`src/rtl/des_round_ctrl.sv`:
```
// Round sequencer for an iterative DES datapath: load, ROUNDS round strobes, final permutation, result handshake.
// Optional decrypt mode (right-rotate key schedule, key_dir output) is enabled by defining DES_DECRYPT_EN.
module des_round_ctrl #(
  parameter int ROUNDS = 16,
  parameter int CNT_W  = 4
) (
  input  logic             clk,
  input  logic             rst_n,
  input  logic             flush,
  input  logic             in_valid,
  output logic             in_ready,
  output logic             out_valid,
  input  logic             out_ready,
  output logic             ld_en,
  output logic             round_en,
  output logic [1:0]       key_shift,
  output logic [CNT_W-1:0] round_idx,
  output logic             last_round,
  output logic             fp_en,
`ifdef DES_DECRYPT_EN
  input  logic             decrypt,
  output logic             key_dir,
`endif
  output logic             busy
);

  typedef enum logic [2:0] {
    S_IDLE  = 3'd0,
    S_LOAD  = 3'd1,
    S_ROUND = 3'd2,
    S_FINAL = 3'd3,
    S_DONE  = 3'd4
  } state_t;

  localparam logic [CNT_W-1:0] LAST_IDX = CNT_W'(ROUNDS - 1);

  state_t           r_state;
  state_t           w_state_next;
  logic [CNT_W-1:0] r_idx;
  logic [CNT_W-1:0] w_idx_next;
  logic             w_dec;

  // Rotation amount per round; decrypt skips the rotation before round 0 and rotates right afterwards.
  function automatic logic [1:0] sched(input logic [CNT_W-1:0] idx, input logic dec);
    int unsigned i;
    i = 32'(idx);
    if (dec && (i == 0)) begin
      sched = 2'd0;
    end else begin
      case (i)
        0, 1, 8, 15: sched = 2'd1;
        default:     sched = 2'd2;
      endcase
    end
  endfunction

`ifdef DES_DECRYPT_EN
  logic r_dec;
  logic w_accept;

  assign w_accept = (r_state == S_IDLE) && in_valid && !flush;
  assign w_dec    = r_dec;

  // Mode is captured only on the accept edge so mid-pass changes are ignored.
  always_ff @(posedge clk or negedge rst_n) begin
    if (!rst_n) begin
      r_dec <= 1'b0;
    end else if (w_accept) begin
      r_dec <= decrypt;
    end
  end
`else
  assign w_dec = 1'b0;
`endif

  always_ff @(posedge clk or negedge rst_n) begin
    if (!rst_n) begin
      r_state <= S_IDLE;
      r_idx   <= '0;
    end else begin
      r_state <= w_state_next;
      r_idx   <= w_idx_next;
    end
  end

  always_comb begin
    w_state_next = r_state;
    w_idx_next   = '0;
    case (r_state)
      S_IDLE:  if (in_valid) w_state_next = S_LOAD;
      S_LOAD:  w_state_next = S_ROUND;
      S_ROUND: begin
        if (r_idx == LAST_IDX) begin
          w_state_next = S_FINAL;
        end else begin
          w_idx_next = r_idx + CNT_W'(1);
        end
      end
      S_FINAL: w_state_next = S_DONE;
      S_DONE:  if (out_ready) w_state_next = S_IDLE;
      default: w_state_next = S_IDLE;
    endcase
    // Flush overrides every transition, including an accept in IDLE.
    if (flush) begin
      w_state_next = S_IDLE;
      w_idx_next   = '0;
    end
  end

  always_comb begin
    in_ready   = 1'b0;
    out_valid  = 1'b0;
    ld_en      = 1'b0;
    round_en   = 1'b0;
    key_shift  = 2'd0;
    round_idx  = r_idx;
    last_round = 1'b0;
    fp_en      = 1'b0;
    busy       = (r_state != S_IDLE);
`ifdef DES_DECRYPT_EN
    key_dir    = (r_state != S_IDLE) && r_dec;
`endif
    case (r_state)
      S_IDLE:  in_ready = 1'b1;
      S_LOAD:  ld_en = 1'b1;
      S_ROUND: begin
        round_en   = 1'b1;
        key_shift  = sched(r_idx, w_dec);
        last_round = (r_idx == LAST_IDX);
      end
      S_FINAL: fp_en = 1'b1;
      S_DONE:  out_valid = 1'b1;
      default: ;
    endcase
  end

endmodule

```
`config.mk`:
```
export PLATFORM = sky130hd
export DESIGN_NAME = des_round_ctrl
export DESIGN_NICKNAME = d
export VERILOG_FILES = /design/src/rtl/des_round_ctrl.sv
export SDC_FILE = /design/constraint.sdc
export NUM_CORES = 1
export LEC_CHECK = 0
export ABC_AREA = 0
export CAP_MARGIN = 20
export CORE_AREA = 2 2 39 41
export CTS_CLUSTER_DIAMETER = 200
export DETAILED_ROUTE_END_ITERATION = 10
export DIE_AREA = 0 0 41 43
export GPL_TIMING_DRIVEN = 0
export PLACE_DENSITY = 0.62
export REMOVE_ABC_BUFFERS = 1
export SLEW_MARGIN = 20
export SYNTH_ARGS = -nofsm -noshare
export SYNTH_HDL_FRONTEND = slang
export SYNTH_SLANG_ARGS = --single-unit
```
`constraint.sdc`:
```
create_clock -name clk -period 1.75 [get_ports clk]
set_input_delay 0.4375 -clock clk [delete_from_list [all_inputs] [get_ports clk]]
set_output_delay 0.4375 -clock clk [all_outputs]
set_load 0.005 [all_outputs]
```
==> flow_summary.json <==
{
  "crit-reg2reg-launch": "round_idx[0]",
  "synth-seq-area-share_pct": 39.8,
  "cp-end-kind": "output port",
  "vias": 448,
  "wl_um": 1180,
  "max_slew_margin_pct": 78.7,
  "track_usage_pct": 15.9,
  "path_max_fanout": 3,
  "syn_inst": 44,
  "final_util_pct": 58.2,
  "grt_pass1_vias": 449,
  "setup_violations": 1,
  "grt_pass1_wl_um": 1880,
  "timing.final.crit_share_pct": 103,
  "path_class": "reg -> out",
  "ioPinCount": 18,
  "start_util_pct": 31.8,
  "maxCapViolations": 0,
  "cts_root_buffer": "clkbuf_4",
  "clk_pin_slew_ns": 0.05,
  "worst_r2r_path_depth": 5,
  "clock_latency_ns": 0.24,
  "nFillCells": 134,
  "reg2reg_to": "round_idx[2]",
  "powerDensity_nw_per_um2": 660,
  "numCtsBuffers": 3,
  "drt_iter0_markers": 7,
  "finalPower_mw": 0.532,
  "port_buffers": 17,
  "antenna_cells": 0,
  "dpl.hpwl_um": 667,
  "skew_ns": 0.000472,
  "yosys_warnings": 0,
  "die_h_um": 43,
  "startpoint_type": "register",
  "post-route-min-period_ns": 1.80,
  "via_per_inst": 4.67,
  "syn_area_per_cell_um2": 10.0,
  "rsz0062_at_grt": "yes",
  "num-nets-final": 89,
  "peakVddDrop_mv": 0.382,
  "hold_violations": 0,
  "die_w_um": 41,
  "grt_overflow": 0,
  "grt_max_degree": 8,
  "wire_per_inst_um": 12.3,
  "dr.pass1.iters": 4,
  "drc": 0,
  "clock.fmax_mhz": 556,
  "power.leakage_nw": 0.414,
  "cts_tree": "done",
  "core-area_um2": 1380,
  "ctsHoldBuffers": 0,
  "hp-class": "in -> async",
  "wl_met3_um": 45,
  "htree_levels": 1,
  "status": "complete, but fails checks",
  "setup_slack_ns": -0.0498,
  "cp.arrival_ns": 1.36,
  "place_ws_ns": -0.262,
  "final_common_cell": "buf_4",
  "areaGrowthSynthToFinish_pct": 83.0,
  "dr.max_layer_used": "met3",
  "die_area_um2": 1760,
  "routabilityCongestion": 0.667,
  "slew_violations": 0,
  "rrSetupSlack_ns": 0.44,
  "clockBufferDepth": 2,
  "violations": "negative setup slack",
  "synth-seq-cells": 7,
  "yosysUniqueCellTypes": 24,
  "core.rowCount": 14,
  "met1_length_um": 509,
  "drive_gt1_share_pct": 52.5,
  "required_ns": 1.31,
  "clkSinkCount": 7,
  "worst-slew-pin-transition_ns": 0.318,
  "antenna_found_initial": 0,
  "synth.cell_area_um2": 440,
  "met2WireLength_um": 627,
  "final_cell_mix": "13 x buf_4, 6 x clkdlybuf4s50_1, 5 x dfrtp_2, 4 x dlygate4sd2_1, 4 x buf_6",
  "ant_nets": 0
}
==> cell families after synthesis <==
group,Yosys count,share of synthesized area (%)
mux,1,2.56
xor+xnor,3,5.97
simple gates,20,30.1
fa+ha+maj,3,8.52
buf+inv,6,5.96
flops,7,39.8
compound gates,4,7.10
==> layer usage <==
layer  vias up  track usage [%]
met4         0             6.00
met5         -                0
li1        218                -
met1       221             19.9
met2         9             25.6
met3         0             3.14
==> what timing repair did <==
action | CTS | global route
setup buffers | 15 | 1
resized for setup | 36 | 7
pin swaps | 7 | 3
setup endpoints to repair | 9 | 7
==> power breakdown <==
part	internal [mW]	switching, mW
Sequential	0.176	0.0126
Clock	0.0867	0.0546
Combinational	0.118	0.0844
Total	0.380	0.152
==> area by class of cell <==
| class | instances | area (um2) | area share (%) |
|---|---|---|---|
| Sequential cell | 7 | 181 | 22.5 |
| Inverter | 5 | 18.8 | 2.33 |
| Timing Repair Buffer | 33 | 273 | 33.9 |
| Clock buffer | 4 | 26.3 | 3.26 |
| Tap cell | 16 | 20.0 | 2.48 |
| Multi-Input combinational cell | 31 | 287 | 35.6 |
==> worst max path at each step <==
stage / startpoint / endpoint / slack (ns) / cells past startpoint
after floorplan: round_idx[0] / key_shift[1] / 0.27 / 4
after detailed placement: round_idx[0] / key_shift[1] / -0.26 / 5
final: round_idx[0] / key_shift[1] / -0.05 / 5
after global placement: round_idx[0] / key_shift[1] / -0.24 / 5
after CTS: round_idx[0] / key_shift[1] / -0.1 / 5
after global routing: round_idx[0] / key_shift[1] / -0.12 / 5
==> registers in the layout (all words and copies together) (netlist names) <==
register	flops
r_state	3
round_idx	4
==> Yosys cell counts (all sizes together) <==
library cell,n,area [um2]
nor2,5,21.3
nand2,2,7.51
o211a,1,10.0
nor3b,2,26.3
and3,2,12.5
ha,3,37.5
xnor2,1,8.76
a21oi,2,13.8
inv,5,18.8
o21bai,1,7.51
xor2,2,17.5
nor3,2,15.0
nand3,3,15.0
buf,1,7.51
mux2,1,11.3
and3b,2,17.5
dfrtp,7,175
or3,1,11.3
nor2b,1,6.26
==> worst max-delay path, cell delays in order, from the launching register on <==
cell and delay, ns:
dfrtp_2 0.43, ha_4 0.16, nor2b_4 0.11, o21bai_1 0.15
and3b_1 0.17, buf_2 0.10
==> stage by stage <==
stage,cell area (um2),hold WS (ns),TNS (ns),cells
after CTS,786,0.455,-0.185,95
after floorplan,433,0.142,0,43
final,806,0.452,-0.0498,96
after global routing,806,0.472,-0.184,96
after global placement,623,0.536,-0.750,76
after detailed placement,623,0.547,-0.772,76
(Power assumes the default switching activity.)
